## config.mk

```make
export PLATFORM = sky130hd
export DESIGN_NAME = rx_pwr_seq
export DESIGN_NICKNAME = d
export VERILOG_FILES = /design/src/rtl/rx_pwr_seq.sv
export SDC_FILE = /design/constraint.sdc
export NUM_CORES = 1
export LEC_CHECK = 0
export CAP_MARGIN = 25
export CORE_MARGIN = 2
export CORE_UTILIZATION = 65
export CTS_BUF_LIST = sky130_fd_sc_hd__clkbuf_8
export DETAILED_ROUTE_END_ITERATION = 6
export DONT_BUFFER_PORTS = 1
export PLACE_DENSITY = 0.81
export SLEW_MARGIN = 15
export SYNTH_ARGS = -nofsm -noshare
export SYNTH_HDL_FRONTEND = slang
export SYNTH_SLANG_ARGS = --single-unit
export TNS_END_PERCENT = 1
```

## constraint.sdc

```tcl
create_clock -name CLK -period 3.99 [get_ports CLK]
set_input_delay 0.399 -clock CLK [delete_from_list [all_inputs] [get_ports CLK]]
set_output_delay 0.399 -clock CLK [all_outputs]
set_load 0.02 [all_outputs]
```

## src/rtl/rx_pwr_seq.sv

```systemverilog
// Receiver power-up / calibration sequencer.
// Walks N_BLK analog sub-blocks through power-up, settle, calibrate and
// ready, either all together (parallel) or one after another in index
// order (sequential). Reports calibration timeouts and loss of ready.
//
// Per-block handshake: PU_BLK[i] powers block i and stays high until the
// receiver is disabled. CAL_BLK[i] is a request that the controller holds
// high until it samples RDY_BLK[i]=1 on a rising CLK edge; CAL_BLK[i] drops
// on that same edge. RDY_BLK[i] is ignored while CAL_BLK[i] is low, except
// in DONE, where every RDY_BLK bit must stay high.
module rx_pwr_seq #(
    parameter int N_BLK      = 3,
    parameter int SETTLE_CYC = 4,
    parameter int TMO_CYC    = 200,
    parameter int CNT_W      = 8,
    parameter int IDX_W      = 2
) (
    input  logic             CLK,
    input  logic             RST_N,
    input  logic             PU_RX,
    input  logic             SEQ_MODE,
    input  logic [N_BLK-1:0] RDY_BLK,
    output logic [N_BLK-1:0] PU_BLK,
    output logic [N_BLK-1:0] CAL_BLK,
    output logic             RDY_RX,
    output logic             ERR_RX,
    output logic [IDX_W-1:0] ERR_IDX,
    output logic             BUSY,
    output logic [2:0]       DBG_STATE
);

    typedef enum logic [2:0] {
        S_IDLE   = 3'd0,
        S_SETTLE = 3'd1,
        S_CAL    = 3'd2,
        S_DONE   = 3'd3,
        S_ERR    = 3'd4
    } state_t;

    localparam logic [N_BLK-1:0] P_LSB = N_BLK'(1);
    localparam logic [N_BLK-1:0] P_ALL = '1;

    state_t           r_state, w_state_nxt;
    logic [CNT_W-1:0] r_cnt, w_cnt_nxt;
    logic [IDX_W-1:0] r_idx, w_idx_nxt;
    logic             r_seq, w_seq_nxt;
    logic [N_BLK-1:0] r_ack, w_ack_nxt;
    logic [N_BLK-1:0] r_pu, w_pu_nxt;
    logic [N_BLK-1:0] r_cal, w_cal_nxt;
    logic             r_rdy, w_rdy_nxt;
    logic             r_err, w_err_nxt;
    logic [IDX_W-1:0] r_err_idx, w_err_idx_nxt;
    logic             r_busy;

    logic [N_BLK-1:0] w_hit;
    logic [N_BLK-1:0] w_ack_all;
    logic [N_BLK-1:0] w_idx_mask;
    logic [IDX_W-1:0] w_idx_inc;
    logic             w_idx_hit;
    logic             w_last;
    logic             w_settle_done;
    logic             w_cal_done;
    logic             w_seq_adv;
    logic             w_tmo;
    logic             w_rdy_lost;

    // Lowest index whose bit is set in v (0 if none).
    function automatic logic [IDX_W-1:0] f_first_one(input logic [N_BLK-1:0] v);
        f_first_one = '0;
        for (int i = N_BLK - 1; i >= 0; i--) begin
            if (v[i]) f_first_one = IDX_W'(i);
        end
    endfunction

    // Decode of the current block handshakes and counter thresholds.
    always_comb begin
        w_hit         = RDY_BLK & r_cal;
        w_ack_all     = r_ack | w_hit;
        w_idx_mask    = P_LSB << r_idx;
        w_idx_inc     = r_idx + IDX_W'(1);
        w_idx_hit     = |(w_hit & w_idx_mask);
        w_last        = (r_idx == IDX_W'(N_BLK - 1));
        w_settle_done = (r_cnt == CNT_W'(SETTLE_CYC - 1));
        w_cal_done    = r_seq ? (w_idx_hit && w_last) : (&w_ack_all);
        w_seq_adv     = r_seq && w_idx_hit && !w_last;
        // Fires on the edge where the CAL counter would reach TMO_CYC-1.
        w_tmo         = (r_cnt == CNT_W'(TMO_CYC - 2));
        w_rdy_lost    = ~&RDY_BLK;
    end

    // State register.
    always_ff @(posedge CLK or negedge RST_N) begin
        if (!RST_N) r_state <= S_IDLE;
        else        r_state <= w_state_nxt;
    end

    // Next-state logic; receiver disable overrides every other event.
    always_comb begin
        w_state_nxt = r_state;
        if (!PU_RX) begin
            w_state_nxt = S_IDLE;
        end else begin
            case (r_state)
                S_IDLE:   w_state_nxt = S_SETTLE;
                S_SETTLE: if (w_settle_done) w_state_nxt = S_CAL;
                S_CAL: begin
                    if (w_cal_done)     w_state_nxt = S_DONE;
                    else if (w_seq_adv) w_state_nxt = S_SETTLE;
                    else if (w_tmo)     w_state_nxt = S_ERR;
                end
                S_DONE:   if (w_rdy_lost) w_state_nxt = S_ERR;
                S_ERR:    w_state_nxt = S_ERR;
                default:  w_state_nxt = S_IDLE;
            endcase
        end
    end

    // Next values of the datapath and of every registered output.
    always_comb begin
        w_cnt_nxt     = r_cnt;
        w_idx_nxt     = r_idx;
        w_seq_nxt     = r_seq;
        w_ack_nxt     = r_ack;
        w_pu_nxt      = r_pu;
        w_cal_nxt     = r_cal;
        w_rdy_nxt     = r_rdy;
        w_err_nxt     = r_err;
        w_err_idx_nxt = r_err_idx;
        if (!PU_RX) begin
            w_cnt_nxt     = '0;
            w_idx_nxt     = '0;
            w_seq_nxt     = 1'b0;
            w_ack_nxt     = '0;
            w_pu_nxt      = '0;
            w_cal_nxt     = '0;
            w_rdy_nxt     = 1'b0;
            w_err_nxt     = 1'b0;
            w_err_idx_nxt = '0;
        end else begin
            case (r_state)
                S_IDLE: begin
                    w_seq_nxt     = SEQ_MODE;
                    w_cnt_nxt     = '0;
                    w_idx_nxt     = '0;
                    w_ack_nxt     = '0;
                    w_cal_nxt     = '0;
                    w_rdy_nxt     = 1'b0;
                    w_err_nxt     = 1'b0;
                    w_err_idx_nxt = '0;
                    w_pu_nxt      = SEQ_MODE ? P_LSB : P_ALL;
                end
                S_SETTLE: begin
                    if (w_settle_done) begin
                        w_cnt_nxt = '0;
                        w_cal_nxt = r_seq ? w_idx_mask : P_ALL;
                    end else begin
                        w_cnt_nxt = r_cnt + CNT_W'(1);
                    end
                end
                S_CAL: begin
                    w_cal_nxt = r_cal & ~w_hit;
                    w_ack_nxt = w_ack_all;
                    if (w_cal_done) begin
                        w_rdy_nxt = 1'b1;
                        w_cal_nxt = '0;
                        w_pu_nxt  = P_ALL;
                        w_cnt_nxt = '0;
                    end else if (w_seq_adv) begin
                        w_idx_nxt = w_idx_inc;
                        w_pu_nxt  = r_pu | (P_LSB << w_idx_inc);
                        w_cnt_nxt = '0;
                    end else if (w_tmo) begin
                        w_err_nxt     = 1'b1;
                        w_cal_nxt     = '0;
                        w_err_idx_nxt = r_seq ? r_idx : f_first_one(~w_ack_all);
                    end else begin
                        w_cnt_nxt = r_cnt + CNT_W'(1);
                    end
                end
                S_DONE: begin
                    if (w_rdy_lost) begin
                        w_rdy_nxt     = 1'b0;
                        w_err_nxt     = 1'b1;
                        w_err_idx_nxt = f_first_one(~RDY_BLK);
                    end
                end
                default: ;
            endcase
        end
    end

    // Datapath and output registers.
    always_ff @(posedge CLK or negedge RST_N) begin
        if (!RST_N) begin
            r_cnt     <= '0;
            r_idx     <= '0;
            r_seq     <= 1'b0;
            r_ack     <= '0;
            r_pu      <= '0;
            r_cal     <= '0;
            r_rdy     <= 1'b0;
            r_err     <= 1'b0;
            r_err_idx <= '0;
            r_busy    <= 1'b0;
        end else begin
            r_cnt     <= w_cnt_nxt;
            r_idx     <= w_idx_nxt;
            r_seq     <= w_seq_nxt;
            r_ack     <= w_ack_nxt;
            r_pu      <= w_pu_nxt;
            r_cal     <= w_cal_nxt;
            r_rdy     <= w_rdy_nxt;
            r_err     <= w_err_nxt;
            r_err_idx <= w_err_idx_nxt;
            r_busy    <= (w_state_nxt == S_SETTLE) || (w_state_nxt == S_CAL);
        end
    end

    // Output mapping.
    always_comb begin
        PU_BLK    = r_pu;
        CAL_BLK   = r_cal;
        RDY_RX    = r_rdy;
        ERR_RX    = r_err;
        ERR_IDX   = r_err_idx;
        BUSY      = r_busy;
        DBG_STATE = r_state;
    end

endmodule

```

==> key figures, run 1 <==
Global route
  • First-pass GRT wire length: 7970 um
  • Total GRT Usage: 0.310
  • Grt ovf: 0
  • Vias in the first global route: 1,657
  • Largest net degree at the start of global routing: 29
  • Initial antenna violation count: 0

Synthesis
  • Flops & latches, synth: 28
  • Multiplexer share of the synthesized area: 0.0310
  • Ys async rst share: 1.00
  • Post-Synth XOR/XNOR Area: 0
  • Syn_nets: 222
  • Most frequent cells after synthesis: dfrtp_1 (28), inv_1 (19), nand2_1 (16)
  • Yosys warning count: 0
  • Ys flop type: dfrtp_1
  • Mapped Avg Cell Area: 9.15 sq um
  • Count leader, synth: dfrtp_1
  • Synth Area in Simple Gates: 0.180
  • Compound-cell area share of the yosys netlist: 0.307
  • Post-Syn Area: 1890 sq um
  • Top post-synthesis cells by area: dfrtp_1 (37%), ha_1 (5.3%), inv_1 (3.8%)
  • Combinational family with the most area after synthesis: compound AO/OA/AOI/OAI gates
  • Synth Area in Adders: 0.0528
  • Cells after Synth: 207
  • Leading area contributor after synthesis: dfrtp_1
  • Unique masters post-synth: 54
  • Post-synth EDFFs: 0
  • Post-synth top area share: 0.370
  • Register area share after synthesis: 0.370

Critical path
  • Start of the worst register-to-register path: r_idx[1]
  • Worst Path Max Fanout: 8
  • Critical path capture point type: register
  • Critical-path cell list: inv_1 > ha_1 > and4_1 > or2_0 > o41ai_2 > a211oi_1 > o2bb2ai_1
  • Crit path DAT: 2.83 ns
  • Bufs and invs on worst path: 1
  • Reg2reg setup slack: 1.36 ns
  • Worst Reg2Reg Path Length in Cells: 7
  • Worst setup SP type: register
  • Worst path slowest cell: o41ai_2
  • Critical Path Max Stage Delay: 0.78 ns
  • Req. time, crit path: 4.19 ns
  • Top delay family on crit path: compound AO/OA/AOI/OAI gates
  • RR Endpoint: r_cnt[3]
  • Setup CP Type: register to register

Clocking
  • TritonCTS Sinks: 28
  • Root Driver: clkbuf_8
  • CTS tree: done
  • CTS Buf Count: 3
  • H-tree levels: 1
  • Max clock buf depth: 2
  • Reg clk slew, reported paths: 0.09 ns
  • Skew-Pair Late Insertion Delay: 0.28 ns
  • Setup bufs post-CTS: 0

Final layout
  • Diode count: 0
  • Share of layout cells above drive strength 1: 0.118
  • Final Instance Area: 1980 sq um
  • Final #Nets: 219
  • Area growth syn-to-layout: 4.36%

Timing
  • Max Transition Viols Final: 0
  • Fmax: 0.381 GHz
  • Final setup TNS: 0 ns
  • Setup Viol. Count Final: 0
  • Least-Margin Pin Slew: 0.768 ns
  • Relative slew slack: 0.488
  • Hold violation total from the final report: 0
  • RSZ-0062 raised after global routing: no
  • Minimum clock period: 2.63 ns
  • Skew final: 0.00565 ns
  • Fin worst setup slack: 1.36 ns
  • Final Cycle Share: 0.658

Placement
  • Placed instance area: 1890 sq um
  • I/O Buffers: 0
  • Setup WS pre-CTS: 1.41 ns
  • Post-DP HPWL: 3430 um
  • Routability cong.: 0.993

Worst hold path
  • Hold crit path type: input pin to register
  • End of the worst hold path: r_idx[0]
  • Hold_sp: PU_RX
  • Hold depth: 1

Route
  • Via count: 1,659
  • Routed wire per std cell: 20.1 um
  • DRT iter0 DRCs: 171
  • Drt first pass iters: 5
  • DR vias/cell: 7.09
  • Residual DRC count: 0
  • Final WL: 4690 um
  • Final ANT Viol Nets: 0

Power
  • Power Density: 259 nW/um^2
  • Leakage: 0.818 nW
  • Peak supply drop: 0.285 mV

Floorplanning
  • DIE AREA: 3360 sq um
  • Row Count: 19
  • Initial cell density of the core: 0.687
  • # IOs: 21
  • Die width: 58.0 um
  • Chip height: 58.0 um
  • Core ar.: 2760 sq um

Status
  • Status: finished, final reports clean

Flow run
  • Max Cap Viol: 0
-- worst reg2reg max path, cell delays in order, from the launching register on --
cell and delay (ns):
dfrtp_1 0.45, inv_1 0.12, ha_1 0.22, and4_1 0.22, or2_0 0.38, o41ai_2 0.78
a211oi_1 0.19, o2bb2ai_1 0.19
-- registers in the layout, indices dropped and copies added, names as in the netlist --
register	flops
BUSY	1
CAL_BLK	3
DBG_STATE	3
ERR_IDX	2
ERR_RX	1
PU_BLK	3
RDY_RX	1
r_ack	3
r_cnt	8
r_idx	2
r_seq	1
-- through the flow --
stage	hold slack [ns]	util	power, mW	cells
after global routing	0.235	0.717	0.526	234
after floorplan	0.103	-	0.330	207
after global placement	0.104	0.686	0.333	228
after detailed placement	0.104	0.686	0.335	228
final	0.240	0.717	0.512	234
after CTS	0.234	0.717	0.514	234
-- power breakdown --
group | internal, mW | switching [mW] | leakage, nW
logic | 0.0153 | 0.0232 | 0.407
registers | 0.288 | 0.0114 | 0.381
clock network | 0.0884 | 0.0853 | 0.0288
total | 0.392 | 0.120 | 0.818
-- timing repair --
action	CTS	global route
hold buffers	2	0
hold endpoints to repair	28	0
resized for setup	0	0
-- metal layers --
metal / global-route usage / up-vias / share of wire
li1: - / 755 / -
met1: 0.435 / 783 / 0.42
met2: 0.481 / 109 / 0.47
met3: 0.0692 / 12 / 0.096
met4: 0.0963 / 0 / 0.016
met5: 0 / - / 0
-- layout by cell type (no fill, tap or decap), types with 4 or more instances in the layout --
cell type,count
o2bb2ai_1,4
clkbuf_8,4
a21boi_0,4
nand2_1,16
ha_1,8
dfrtp_1,28
a21oi_1,7
a31oi_1,9
o2111ai_1,4
inv_1,19
o21ai_0,14
a211oi_1,5
nor2_1,15
-- layout make-up --
cell class                 instances  area, sq um
inverter                          19         71.3
clock buffer                       4         55.1
multi-input combinational        150         1080
sequential                        28          701
tap                               31         38.8
timing repair buffer               2         30.0
fill                             210          781
-- worst max path at each step --
stage / from / to / slack, ns / cells after the start
final: r_idx[1] / r_cnt[3] / 1.36 / 7
after detailed placement: r_idx[0] / r_cnt[3] / 1.41 / 7
after floorplan: r_idx[0] / r_cnt[0] / 1.81 / 8
after global placement: r_idx[0] / r_cnt[5] / 1.57 / 7
after CTS: r_idx[0] / r_cnt[3] / 1.41 / 7
after global routing: r_idx[0] / r_cnt[3] / 1.22 / 7
-- cell families (layout without fill, tap and decap cells) --
logic type               after synthesis  in the layout
flip-flops                            28             28
AND/OR/NAND/NOR                       63             63
multiplexers                           5              5
AO/OA/AOI/OAI                         74             74
adder cells (fa/ha/maj)                8              8
buffers and inverters                 29             25
Note: power is estimated with default switching activity, not from simulation.
==> inputs of run 2 (changes only) <==
Clock period 3.99 ns to 2.7 ns, I/O delays scaled along.
==> run 2 against run 1 <==
Net effect:
- critical path depth stayed put
- critical path type unchanged
- register-to-register slack got worse by 1.2 ns
- sequential share of layout area down 0.60 points
- non-clock buffer count grew 3
- sequential power rose by 48%
- largest cell class unchanged
==> key figures, run 2 (same netlist as run 1, synthesis figures left out) <==
Clocking
  • Skew-Pair Late Insertion Delay: 0.28 ns
  • TritonCTS Sinks: 28
  • H-tree levels: 1
  • CTS tree: done
  • Setup bufs post-CTS: 0
  • Root Driver: clkbuf_8
  • Max clock buf depth: 2
  • CTS Buf Count: 3
  • Reg clk slew, reported paths: 0.09 ns

Route
  • DRT iter0 DRCs: 270
  • Routed wire per std cell: 19.9 um
  • Final WL: 4720 um
  • Via count: 1,692
  • Final ANT Viol Nets: 0
  • Drt first pass iters: 5
  • Residual DRC count: 0
  • DR vias/cell: 7.14

Final layout
  • Commonest non-fill, non-tap cell in the layout: dfrtp_1
  • Area growth syn-to-layout: 6.14%
  • Utilization after layout: 0.729
  • Fin cells: 237
  • Final #Nets: 222
  • Share of layout cells above drive strength 1: 0.131
  • Top reg by flops: r_cnt
  • Diode count: 0
  • Largest register FFs: 8
  • Commonest non-fill, non-tap cells in the layout: dfrtp_1 (28), inv_1 (19), nand2_1 (16)
  • Final Instance Area: 2010 sq um

Critical path
  • Bufs and invs on worst path: 1
  • Crit path DAT: 2.75 ns
  • Critical-path cell list: inv_1 > ha_1 > and4_1 > or2_0 > o41a_1 > nor3_2 > mux2_4
  • Critical Path Max Stage Delay: 0.54 ns
  • Top delay family on crit path: simple AND/OR/NAND/NOR gates
  • Start of the worst register-to-register path: r_idx[1]
  • Critical path origin: r_idx[1]
  • Critical path capture point type: register
  • Worst setup SP type: register
  • Req. time, crit path: 2.92 ns
  • Setup CP Type: register to register
  • Worst Path Max Fanout: 8
  • Worst path slowest cell: o41a_1

Placement
  • Placed cells: 231
  • Placed instance area: 1910 sq um
  • Routability cong.: 1.01
  • Post-DP HPWL: 3460 um
  • I/O Buffers: 0
  • Setup WS pre-CTS: 0.148 ns

Power
  • Gate power share: 0.078
  • Int Pwr: 581 uW
  • Sw Ratio: 0.240
  • Final Power: 765 uW
  • Power Density: 380 nW/um^2
  • Peak supply drop: 0.324 mV
  • Sequential power share: 0.579
  • Switching Power: 183 uW
  • Clock Power Share: 0.342
  • Leakage: 0.832 nW

Floorplanning
  • Core ar.: 2760 sq um
  • Initial cell density of the core: 0.687
  • Row Count: 19
  • Chip height: 58.0 um
  • DIE AREA: 3360 sq um
  • Die width: 58.0 um
  • # IOs: 21

Timing
  • Hold violation total from the final report: 0
  • Minimum clock period: 2.52 ns
  • Worst Hold Slack: 0.112 ns
  • Setup Viol. Count Final: 0
  • Skew final: 0.00315 ns
  • Relative slew slack: 0.549
  • Final Cycle Share: 0.934
  • Final setup TNS: 0 ns
  • Fin worst setup slack: 0.178 ns
  • Max Transition Viols Final: 0
  • RSZ-0062 raised after global routing: no
  • Least-Margin Pin Slew: 0.671 ns
  • Fmax: 0.396 GHz

Global route
  • Largest net degree at the start of global routing: 29
  • Initial antenna violation count: 0
  • First-pass GRT wire length: 7540 um
  • Vias in the first global route: 1,597
  • Grt ovf: 0
  • Total GRT Usage: 0.290

Status
  • Status: finished, final reports clean

Flow run
  • Max Cap Viol: 0

Worst hold path
  • Hold_sp: PU_RX
  • Hold crit path type: input pin to register
run 2: cell count changes in the layout (fill, tap and decap cells not counted):
cell     change
buf_4        +3
o41ai_2      -1
o41ai_4      +1
run 2: path summary, 6_finish.rpt:
check	end	slack (ns)	depth (start not counted)
min in group asynchronous	CAL_BLK[1]	0.41	2
worst min register to register	r_ack[1]	0.55	2
worst max register to register	r_cnt[0]	0.18	7
max in group asynchronous	r_idx[0]	2.13	2
worst min-delay path	PU_BLK[0]	0.11	1
worst max-delay path	r_cnt[0]	0.18	7
run 2: area by class of cell:
type,count,area [sq um]
repair buffers,5,52.6
clock buffers,4,55.1
fillers,199,747
inverters,19,71.3
flip-flops and latches,28,701
well taps,31,38.8
multi-input cells,150,1090
run 2: repair_timing:
item | CTS | global route
endpoints found under the hold margin | 28 | 0
gates resized for setup | 0 | 1
hold buffers | 2 | 0
endpoints found under the setup margin | 0 | 5
run 2: power groups by stage:
| stage | logic (mW) | clock network, mW | registers [mW] |
|---|---|---|---|
| floorplan | 0.0427 | 0 | 0.446 |
| global placement | 0.0434 | 0 | 0.451 |
| detailed placement | 0.0453 | 0 | 0.451 |
| CTS | 0.0581 | 0.261 | 0.443 |
| global route | 0.0660 | 0.281 | 0.444 |
| finish | 0.0599 | 0.262 | 0.443 |
run 2: metal layers:
layer  global-route usage  routed length [um]  share of wire  up-vias
met4                0.126                 111          0.024        0
met2                0.458                2160           0.46      114
met1                0.390                1980           0.42      798
li1                     -                   -              -      765
met3               0.0580                 468          0.099       15
met5                    0                   0              0        -
==> inputs of run 3 (changes only) <==
Settings changed: ABC_AREA from default to 1.
==> run 3 against run 2 <==
Net effect:
- critical path depth increased by 3
- area after synthesis increased by 4.4%
- sequential power increased by 3%
- synthesized cell count increased by 43%
- die area increased by 4.1%
- highest routed layer unchanged
- critical endpoint is now PU_BLK[0]
==> key figures, run 3 <==
Timing
  • Relative slew slack: 0.664
  • Fmax: 0.482 GHz
  • Hold violation total from the final report: 0
  • Least-Margin Pin Slew: 0.498 ns
  • RSZ-0062 raised after global routing: no
  • Minimum clock period: 2.07 ns
  • Final Cycle Share: 0.768
  • Skew final: 0.00810 ns
  • Setup Viol. Count Final: 0
  • Max Transition Viols Final: 0
  • Final setup TNS: 0 ns
  • Fin worst setup slack: 0.626 ns

Final layout
  • Commonest non-fill, non-tap cell in the layout: nand2_1
  • Area growth syn-to-layout: 4.81%
  • Share of layout cells above drive strength 1: 0.0774
  • Largest register FFs: 8
  • Utilization after layout: 0.696
  • Diode count: 0
  • Final #Nets: 314
  • Top reg by flops: r_cnt
  • Filler cells: 285
  • Commonest non-fill, non-tap cells in the layout: nand2_1 (97), nor2_1 (37), inv_1 (31), nand3_1 (31), dfrtp_1 (28)

Critical path
  • Critical-path cell list: inv_1 > ha_1 > nand3_1 > nand3_1 > nand2_1 > nand2_1 > nor2_1 > nand2_1 > a21oi_1 > nor2_1
  • Crit path DAT: 2.23 ns
  • Critical Path Max Stage Delay: 0.43 ns
  • Req. time, crit path: 2.85 ns
  • Most common cell on crit path: nand2_1
  • Setup CP Type: register to register
  • Worst Path Max Fanout: 12
  • Worst setup SP type: register
  • Worst path slowest cell: dfrtp_1
  • Reg2reg setup slack: 0.63 ns
  • Critical path capture point type: register

Route
  • Final WL: 4430 um
  • DRT iter0 DRCs: 118
  • DR vias/cell: 5.62
  • Via count: 1,855
  • Routed wire per std cell: 13.4 um
  • Drt first pass iters: 4
  • Residual DRC count: 0
  • Final ANT Viol Nets: 0

Clocking
  • CTS Buf Count: 3
  • Max clock buf depth: 2
  • CTS tree: done
  • Reg clk slew, reported paths: 0.09 ns
  • TritonCTS Sinks: 28
  • H-tree levels: 1
  • # resized after CTS: 0
  • Root Driver: clkbuf_8
  • Skew-Pair Late Insertion Delay: 0.27 ns

Synthesis
  • Syn_nets: 310
  • Post-Syn Area: 1980 sq um
  • Top post-synthesis cells by area: dfrtp_1 (35%), nand2_1 (18%), nand3_1 (7.8%)
  • Unique masters post-synth: 26
  • Yosys warning count: 0
  • Cells after Synth: 295
  • Post-synth EDFFs: 0
  • Flops & latches, synth: 28
  • Leading area contributor after synthesis: dfrtp_1
  • Register area share after synthesis: 0.354
  • Mapped Avg Cell Area: 6.71 sq um
  • Count leader, synth: nand2_1
  • Ys async rst share: 1.00
  • Post-synth top area share: 0.354
  • Ys flop type: dfrtp_1
  • Most frequent cells after synthesis: nand2_1 (97), nor2_1 (37), inv_1 (31), nand3_1 (31), dfrtp_1 (28)

Floorplanning
  • Die width: 59.2 um
  • Initial cell density of the core: 0.664
  • Row Count: 20
  • Chip height: 59.2 um
  • DIE AREA: 3500 sq um
  • Core ar.: 2980 sq um
  • # IOs: 21

Global route
  • Initial antenna violation count: 0
  • Vias in the first global route: 1,745
  • First-pass GRT wire length: 7490 um
  • Grt ovf: 0
  • Largest net degree at the start of global routing: 29
  • Total GRT Usage: 0.279

Flow run
  • Max Cap Viol: 0

Placement
  • Routability cong.: 0.890
  • Setup WS pre-CTS: 0.732 ns
  • Post-DP HPWL: 3270 um
  • I/O Buffers: 0

Power
  • Power Density: 376 nW/um^2
  • Peak supply drop: 0.262 mV
  • Leakage: 1.07 nW

Status
  • Status: finished, final reports clean

Worst hold path
  • Hold crit path type: input pin to register
==> run 3: metal layers <==
layer | global-route usage | up-vias | share of wire
li1 | - | 938 | -
met1 | 0.348 | 863 | 0.43
met2 | 0.498 | 43 | 0.51
met3 | 0.0371 | 11 | 0.039
met4 | 0.0844 | 0 | 0.018
met5 | 0 | - | 0
==> run 3: layout make-up <==
cell class | count | area [sq um] | share of cell area
clock buffer | 3 | 41.3 | 0.0199
inverter | 38 | 143 | 0.0688
multi-input combinational | 226 | 1120 | 0.539
sequential | 28 | 701 | 0.338
tap | 33 | 41.3 | 0.0199
timing repair buffer | 2 | 30.0 | 0.0145
==> run 3: timing repair <==
item | 4_1_cts | 5_1_grt
hold buffers | 2 | 0
hold endpoints to repair | 28 | 0
setup endpoints to repair | 0 | 0
setup buffers | 0 | 0
==> run 3: where the power goes <==
group / total [mW] / switching (mW) / leakage, nW / internal (mW)
Sequential: 0.458 / 0.0263 / 0.380 / 0.431
Combinational: 0.0967 / 0.0680 / 0.670 / 0.0288
Clock: 0.225 / 0.124 / 0.0216 / 0.100
==> run 3: final timing paths <==
| kind | start | end | cells past startpoint |
|---|---|---|---|
| worst min register to register | r_ack[0] | r_ack[0] | 2 |
| worst max register to register | r_idx[0] | PU_BLK[0] | 10 |
| worst max-delay path | r_idx[0] | PU_BLK[0] | 10 |
| worst min-delay path | PU_RX | r_cnt[5] | 2 |
| max in group asynchronous | RST_N | r_cnt[7] | 2 |
| min in group asynchronous | RST_N | PU_BLK[1] | 2 |
==> run 3: per-stage QoR <==
stage	instance area [sq um]	instances	hold WS [ns]	total power, mW
floorplan	1980	295	-0.0256	0.531
global placement	2000	325	-0.0252	0.548
detailed placement	2000	325	-0.0252	0.549
CTS	2070	330	0.104	0.780
global route	2070	330	0.109	0.808
finish	2070	330	0.0986	0.779
==> run 3: cells by family after synthesis <==
kind of cell,Yosys count,synth area share
AND/OR/NAND/NOR,184,0.419
buffers and inverters,41,0.0810
AO/OA/AOI/OAI,34,0.0955
flip-flops,28,0.354
adder cells (fa/ha/maj),8,0.0506
==> run 3: worst max-delay path, delay by kind of cell (launching register included) <==
| family | cells | cell delay [ns] |
|---|---|---|
| buffers and inverters | 1 | 0.14 |
| flip-flops | 1 | 0.43 |
| AND/OR/NAND/NOR | 7 | 1.00 |
| adder cells (fa/ha/maj) | 1 | 0.23 |
| AO/OA/AOI/OAI | 1 | 0.15 |
